===== config.mk =====
export PLATFORM = sky130hd
export DESIGN_NAME = shift_register_out
export DESIGN_NICKNAME = d
export VERILOG_FILES = /design/src/rtl/shift_register_out_pkg.sv /design/src/rtl/frame_bit_counter.sv /design/src/rtl/shift_register_out.sv
export SDC_FILE = /design/constraint.sdc
export NUM_CORES = 1
export LEC_CHECK = 0
export ABC_AREA = 1
export CORE_MARGIN = 5
export CORE_UTILIZATION = 45
export CTS_CLUSTER_DIAMETER = 30
export DETAILED_ROUTE_END_ITERATION = 8
export GPL_TIMING_DRIVEN = 0
export HOLD_SLACK_MARGIN = 0.05
export MAX_ROUTING_LAYER = met4
export PLACE_DENSITY = 0.7
export SKIP_LAST_GASP = 1
export SYNTH_ARGS = -nofsm -noshare
export SYNTH_HDL_FRONTEND = slang
export SYNTH_SLANG_ARGS = --single-unit
export TNS_END_PERCENT = 10

===== constraint.sdc =====
create_clock -name clk -period 1.45 [get_ports clk]
set_input_delay 0.3625 -clock clk [delete_from_list [all_inputs] [get_ports clk]]
set_output_delay 0.3625 -clock clk [all_outputs]
set_load 0.02 [all_outputs]

===== src/rtl/shift_register_out_pkg.sv =====
// rtl/shift_register_out_pkg.sv - shared definitions for the serial link transmitter and receiver
// Purpose: FSM state encodings, frame length helper and default line levels
//          used by both ends of the serial link.
// Ports:   none (package).
package shift_register_out_pkg;

  typedef enum logic [1:0] {
    ST_IDLE  = 2'd0,
    ST_SHIFT = 2'd1,
    ST_DONE  = 2'd2
  } state_t;

  localparam logic START_BIT_DEF  = 1'b1;
  localparam logic STOP_BIT_DEF   = 1'b0;
  localparam logic IDLE_LEVEL_DEF = 1'b0;

  // One start bit, the payload, one stop bit.
  function automatic int frame_len(input int data_w);
    return data_w + 2;
  endfunction

endpackage


===== src/rtl/frame_bit_counter.sv =====
// rtl/frame_bit_counter.sv - frame bit position counter with last-bit flag
// Purpose: counts the frame bit currently on the line; clear restarts at 0,
//          enable advances by one, no wrap-around logic is needed because the
//          FSM leaves SHIFT on the last bit.
// Ports:
//   clk      in   clock
//   reset_n  in   async active-low reset
//   clear    in   restart count at 0 (takes priority over enable)
//   enable   in   advance count
//   last     out  count is on the final frame bit (FRAME_LEN-1)
module frame_bit_counter #(
  parameter int CNT_W     = 4,
  parameter int FRAME_LEN = 10
) (
  input  logic clk,
  input  logic reset_n,
  input  logic clear,
  input  logic enable,
  output logic last
);

  logic [CNT_W-1:0] value;

  always_ff @(posedge clk or negedge reset_n) begin
    if (!reset_n) begin
      value <= '0;
    end else if (clear) begin
      value <= '0;
    end else if (enable) begin
      value <= value + 1'b1;
    end
  end

  assign last = (value == CNT_W'(FRAME_LEN - 1));

endmodule


===== src/rtl/shift_register_out.sv =====
// rtl/shift_register_out.sv - parallel-in/serial-out frame transmitter
// Purpose: accepts a DATA_W-bit word on a valid/ready handshake and sends
//          start bit, data MSB first, stop bit on sout, one bit per clock,
//          then pulses pout for one cycle so the receiver presents its word.
// Ports:
//   clk         in   clock
//   reset_n     in   async active-low reset
//   load_data   in   word to send, sampled on accept
//   load_valid  in   producer has a word
//   load_ready  out  word can be accepted this cycle (IDLE or DONE)
//   sout        out  registered serial line
//   pout        out  registered one-cycle frame-complete strobe
//   busy        out  frame in flight (state is not IDLE)
module shift_register_out
  import shift_register_out_pkg::*;
#(
  parameter int   DATA_W     = 8,
  parameter logic START_BIT  = START_BIT_DEF,
  parameter logic STOP_BIT   = STOP_BIT_DEF,
  parameter logic IDLE_LEVEL = IDLE_LEVEL_DEF
) (
  input  logic              clk,
  input  logic              reset_n,
  input  logic [DATA_W-1:0] load_data,
  input  logic              load_valid,
  output logic              load_ready,
  output logic              sout,
  output logic              pout,
  output logic              busy
);

  localparam int FRAME_LEN = frame_len(DATA_W);
  localparam int CNT_W     = $clog2(FRAME_LEN);

  state_t               state;
  logic [FRAME_LEN-1:0] shreg;
  logic                 cnt_last;
  logic                 accept;

  // Gated by reset_n so the producer never sees ready while held in reset.
  assign load_ready = reset_n & ((state == ST_IDLE) | (state == ST_DONE));
  assign accept     = load_valid & load_ready;
  assign busy       = (state != ST_IDLE);

  frame_bit_counter #(
    .CNT_W    (CNT_W),
    .FRAME_LEN(FRAME_LEN)
  ) u_cnt (
    .clk    (clk),
    .reset_n(reset_n),
    .clear  (accept),
    .enable (state == ST_SHIFT),
    .last   (cnt_last)
  );

  // sout is loaded with the start bit on the accept edge itself, so the
  // shift register's MSB is always the bit already on the line and the next
  // bit to drive sits one position below it.
  always_ff @(posedge clk or negedge reset_n) begin
    if (!reset_n) begin
      state <= ST_IDLE;
      shreg <= '0;
      sout  <= IDLE_LEVEL;
      pout  <= 1'b0;
    end else begin
      case (state)
        ST_IDLE: begin
          pout <= 1'b0;
          if (accept) begin
            state <= ST_SHIFT;
            shreg <= {START_BIT, load_data, STOP_BIT};
            sout  <= START_BIT;
          end
        end
        ST_SHIFT: begin
          if (cnt_last) begin
            state <= ST_DONE;
            sout  <= IDLE_LEVEL;
            pout  <= 1'b1;
          end else begin
            shreg <= {shreg[FRAME_LEN-2:0], 1'b0};
            sout  <= shreg[FRAME_LEN-2];
          end
        end
        ST_DONE: begin
          pout <= 1'b0;
          if (accept) begin
            state <= ST_SHIFT;
            shreg <= {START_BIT, load_data, STOP_BIT};
            sout  <= START_BIT;
          end else begin
            state <= ST_IDLE;
          end
        end
        default: begin
          state <= ST_IDLE;
          sout  <= IDLE_LEVEL;
          pout  <= 1'b0;
        end
      endcase
    end
  end

endmodule

# ---- After elaboration in Yosys (flattened, before gate mapping)
# Index checks and enable logic that the tools add are counted.
dict set report op_classes {
  n_reduce_logical 7
  eq_ne 7
  addsub 1
  bitwise 3
  n_mux 14
}
# cell n
set ops {}
lappend ops {{$mux W9} 2}
lappend ops {{$pmux W9 S2} 1}
lappend ops {{$mux W4} 2}
lappend ops {{$ne A2 B2 Y1 const B} 3}
lappend ops {{$pmux W2 S3} 1}
lappend ops {{$reduce_bool A2 Y1} 3}
lappend ops {{$mux W1} 5}
lappend ops {{$add A4 B1 Y4 const B} 1}
lappend ops {{$eq A4 B4 Y1 const B} 1}
lappend ops {{$mux W2} 2}
lappend ops {{$reduce_and A3 Y1} 1}
lappend ops {{$and A1 B1 Y1} 2}
lappend ops {{$eq A2 B1 Y1 const B} 1}
lappend ops {{$eq A2 B2 Y1 const B} 1}
lappend ops {{$logic_not A2 Y1} 1}
lappend ops {{$ne A2 B1 Y1 const B} 1}
lappend ops {{$pmux W1 S2} 1}
lappend ops {{$reduce_and A2 Y1} 1}
lappend ops {{$reduce_or A2 Y1} 1}
lappend ops {{$or A1 B1 Y1} 1}
dict set report word_totals {
  reg_bits 17
  inputBits 11
  wordCells 37
}

# ---- Depth between registers and ports, before layout
dict set report logic_depth {
  ltp_word 6
  mapped_depth 7
  depth_no_buf 7
}

# ---- Hierarchy
# From an unflattened synthesis, not the netlist that was laid out.
dict set report hier_totals {
  hier_cells 107
  area_unflattened_um2 850.8
}
# mod cells_each area_per_inst_um2 n_inst
set modules_own_cells {}
lappend modules_own_cells {shift_register_out 80 625.6 1}
lappend modules_own_cells {frame_bit_counter 27 225.2 1}

# ---- Least setup slack after synthesis
# OpenSTA, ideal clock, no wires.
dict set report synth_path {
  kind {reg-to-reg}
  startpoint {register u_cnt.value[1]}
  endpoint {register shreg[2]}
  path_stages_with_launch 8
  path_buffers 0
  t_required_ps 1334
  arrival_ps 1017
  synth_period_minus_slack_ps 1133
  path_slack_ps 317
  cell_sequence {dfrtp_1 inv_1 ha_1 nand3_1 nand2_4 nand2_4 nand2_1 nand2_1}
}
dict set report synth_between {
  elab_chain_len 3
}
# element line
set synth_lines {}
lappend synth_lines {{from (decl)} frame_bit_counter.sv:22} ;# logic [CNT_W-1:0] value;
lappend synth_lines {{from (signal assigned)} frame_bit_counter.sv:30} ;# value <= value + 1'b1;
lappend synth_lines {{$eq A4 B4 Y1} frame_bit_counter.sv:34} ;# assign last = (value == CNT_W'(FRAME_LEN - 1));
lappend synth_lines {{$ne A2 B2 Y1 (no source line)} --}
lappend synth_lines {{$reduce_and A3 Y1 (no source line)} --}
lappend synth_lines {{to (signal assigned)} shift_register_out.sv:71} ;# shreg <= {START_BIT, load_data, STOP_BIT};
lappend synth_lines {{to (signal assigned)} shift_register_out.sv:81} ;# shreg <= {shreg[FRAME_LEN-2:0], 1'b0};
lappend synth_lines {{to (signal assigned)} shift_register_out.sv:89} ;# shreg <= {START_BIT, load_data, STOP_BIT};
lappend synth_lines {{to (decl)} shift_register_out.sv:36} ;# logic [FRAME_LEN-1:0] shreg;
# Every way passes these cells.
# A chain may end at the register's enable or synchronous reset.

# ---- Worst setup path in the final report
dict set report layout_path {
  startpoint {register state[1]}
  endpoint {output busy}
}
dict set report layout_between {
  elab_chain_len 1
}
# element line
set layout_lines {}
lappend layout_lines {{from (decl)} shift_register_out.sv:35} ;# state_t state;
lappend layout_lines {{from (signal assigned)} shift_register_out.sv:61} ;# state <= ST_IDLE;
lappend layout_lines {{from (signal assigned)} shift_register_out.sv:70} ;# state <= ST_SHIFT;
lappend layout_lines {{from (signal assigned)} shift_register_out.sv:77} ;# state <= ST_DONE;
lappend layout_lines {{$reduce_bool A2 Y1} shift_register_out.sv:43} ;# assign busy = (state != ST_IDLE);
lappend layout_lines {{to (decl)} shift_register_out.sv:29} ;# output logic busy
# Every way passes these cells.

==> impl_metrics.py <==
metrics = {
    "yosys": {
        "ys_seq_elements": 16,
        "yosysSeqAreaShare_pct": 48.1,
        "synth_cells": 102,
        "syn_area_per_cell_sq_um": 8.16,
        "syn-cell-area_sq_um": 832,
        "synth_cell_types": 12,
        "yosys_warnings": 0,
        "synth_fp_nets": 115,
    },
    "outcome": {
        "violations": "setup timing",
        "outcome": "complete, but fails checks",
    },
    "drt": {
        "dr.pass1.iters": 4,
        "drc": 0,
        "drt_iter0_drc": 9,
        "vias_per_cell": 4.71,
        "ant_nets": 0,
        "wl_um": 1720,
        "wl_per_cell_um": 11.7,
        "vias": 692,
    },
    "run": {
        "maxCapViolCount": 0,
    },
    "grt": {
        "grt_util_met2_pct": 25.4,
        "use_met3_pct": 2.82,
        "use_met1_pct": 18.8,
        "grt_pass1_wl_um": 3110,
        "grt_max_degree": 17,
        "grt_overflow": 0,
        "antenna_found_initial": 0,
        "grt.busiest_layer": "met2",
        "first_global_vias": 709,
        "grt.total_usage_pct": 15.5,
    },
    "critical_path": {
        "r2r_start": "u_cnt.value[1]",
        "worstSetupPathType": "flip-flop to primary output",
        "crit_path_end_kind": "primary output",
        "crit_slowest_cell": "dfrtp_1",
        "cp.arrival_ns": 1.21,
        "critical_path.top_delay_family": "flip-flops",
        "cp_num_buf_inv": 2,
        "regToRegSetupSlack_ns": 0.14,
        "cp-start-kind": "flip-flop",
        "crit_chain": "inv_1 > nand2_1 > dlygate4sd2_1",
        "cp_max_fo": 2,
        "rr_endpoint": "shreg[8]",
        "rr_worst_depth": 7,
        "worst_path_largest_cell_delay_ns": 0.45,
        "required_ns": 1.09,
    },
    "die": {
        "io_pins": 15,
        "die_area_sq_um": 2810,
        "rows": 15,
        "initial_core_util_pct": 47.7,
        "die_w_um": 53,
        "core_area_sq_um": 1750,
        "die_h_um": 53,
    },
    "worst_hold_path": {
        "min_path_cells": 1,
        "hp-start": "pout",
        "hold_end": "pout",
        "hp-class": "flip-flop to flip-flop",
    },
    "sta": {
        "finalWorstSetupSlack_ns": -0.122,
        "setup_viol": 2,
        "fin_crit_sh_pct": 108,
        "hold_slack_ns": 0.495,
        "slew_viol_final": 0,
        "final.min_clock_period_ns": 1.57,
        "finalSetupTns_ns": -0.196,
        "worst_pin_slew_ns": 0.732,
        "slew_headroom_pct": 51.1,
        "rsz0062_at_grt": "true",
        "fmax_mhz": 636,
        "clock_skew_ns": 0.00547,
        "hold_violations": 0,
    },
    "power_and_ir_drop": {
        "power_mw": 2.16,
        "p_per_area_nw_per_um2": 2050,
        "vdd_drop_max_mv": 1.19,
        "p_leak_nw": 0.584,
    },
    "clock_tree": {
        "clock-root-buffer": "clkbuf_4",
        "cts_max_level": 1,
        "cts_buffers": 3,
        "clk_pin_slew_ns": 0.10,
        "clk_latency_ns": 0.28,
        "clock-sinks": 16,
        "cts_tree": "done",
        "cts.path.max_buffers": 2,
    },
    "cells_and_area": {
        "antenna_cells": 0,
        "fillers": 167,
        "fin_nets": 136,
        "regArea_sq_um": 400,
        "syn2layout_area_growth_pct": 26.5,
        "drive_gt1_share_pct": 12.3,
        "multiInputGateArea_sq_um": 383,
        "final_cell_mix": "nand2_1 (46), dfrtp_1 (16), nand3_1 (13)",
        "layout_commonest_cell": "nand2_1",
    },
    "place": {
        "hpwl_um": 1210,
        "portBuffers": 14,
        "pre_cts_slack_ns": -1.30,
        "gp_routability_congestion": 0.738,
    },
}
-- worst reg2reg max path: stages (launching register included) --
cell and delay (ns):
dfrtp_1 0.43, inv_1 0.07, ha_1 0.13, nand3_1 0.16, nand2_4 0.18, nand2_4 0.10
nand2_1 0.08, nand2_1 0.05
-- how the worst max path moves through the flow --
stage / start / end / slack, ns / cells after the start
2_1_floorplan: u_cnt.value[1] / shreg[2] / 0.32 / 7
3_3_place_gp: reset_n / load_ready / -1.27 / 4
3_5_place_dp: reset_n / load_ready / -1.30 / 4
4_1_cts: sout / sout / -0.17 / 1
5_1_grt: state[1] / busy / -0.20 / 3
6_report: state[1] / busy / -0.12 / 3
-- registers in the layout, summed over array words and instances, names as in the netlist --
register,cells
sout,1
pout,1
u_cnt.value,4
state,2
shreg,8
-- cell families (layout without fill, tap and decap cells) --
logic type      count (synthesis)  count (layout)  share of synthesized area (%)
simple gates                   73              73                           41.5
buf+inv                         9              29                           5.86
compound gates                  2               2                           1.50
flops                          16              16                           48.1
fa+ha+maj                       2               2                           3.01
-- layer usage --
layer	vias up	wire (um)
met3	2	75
li1	357	-
met4	0	12
met2	16	880
met5	-	0
met1	317	753
-- report_power, final --
part           internal, mW  total [mW]  switching (mW)
clock                 0.153       0.293           0.140
sequential            0.650       0.785           0.135
combinational         0.421        1.08           0.660
-- final cells by class --
cell class                      count  share of cell area, %
Inverter                            7                   2.73
Multi-Input combinational cell     77                   36.4
Buffer                              2                   2.14
Timing Repair Buffer               16                   14.3
Tap cell                           25                   2.97
Sequential cell                    16                   38.0
Clock buffer                        4                   3.45
-- what timing repair did --
action	CTS	global route
setup endpoints to repair	18	3
hold buffers	1	0
endpoints found under the hold margin	16	0
resized for setup	13	1
buffers inserted	1	0
pin swaps	0	0
-- per-stage QoR --
step                      cell area [sq um]  util [%]  cells
after detailed placement               1000      57.5    141
after CTS                              1050      60.1    147
after global routing                   1050      60.3    147
after floorplan                         832         -    102
final                                  1050      60.3    147
after global placement                 1000      57.5    141
-- Yosys cell counts --
cell type	number	share of area [%]
o21a_1	1	0.90
o21ai_0	1	0.60
ha_1	2	3.0
nand2_1	46	21
inv_2	1	0.45
nand3_1	13	7.8
nor2_8	2	4.8
inv_1	6	2.7
nand2_4	3	4.1
buf_6	2	2.7
dfrtp_1	16	48
nor2_1	9	4.1
No activity file was read; power rests on OpenSTA's default activity.
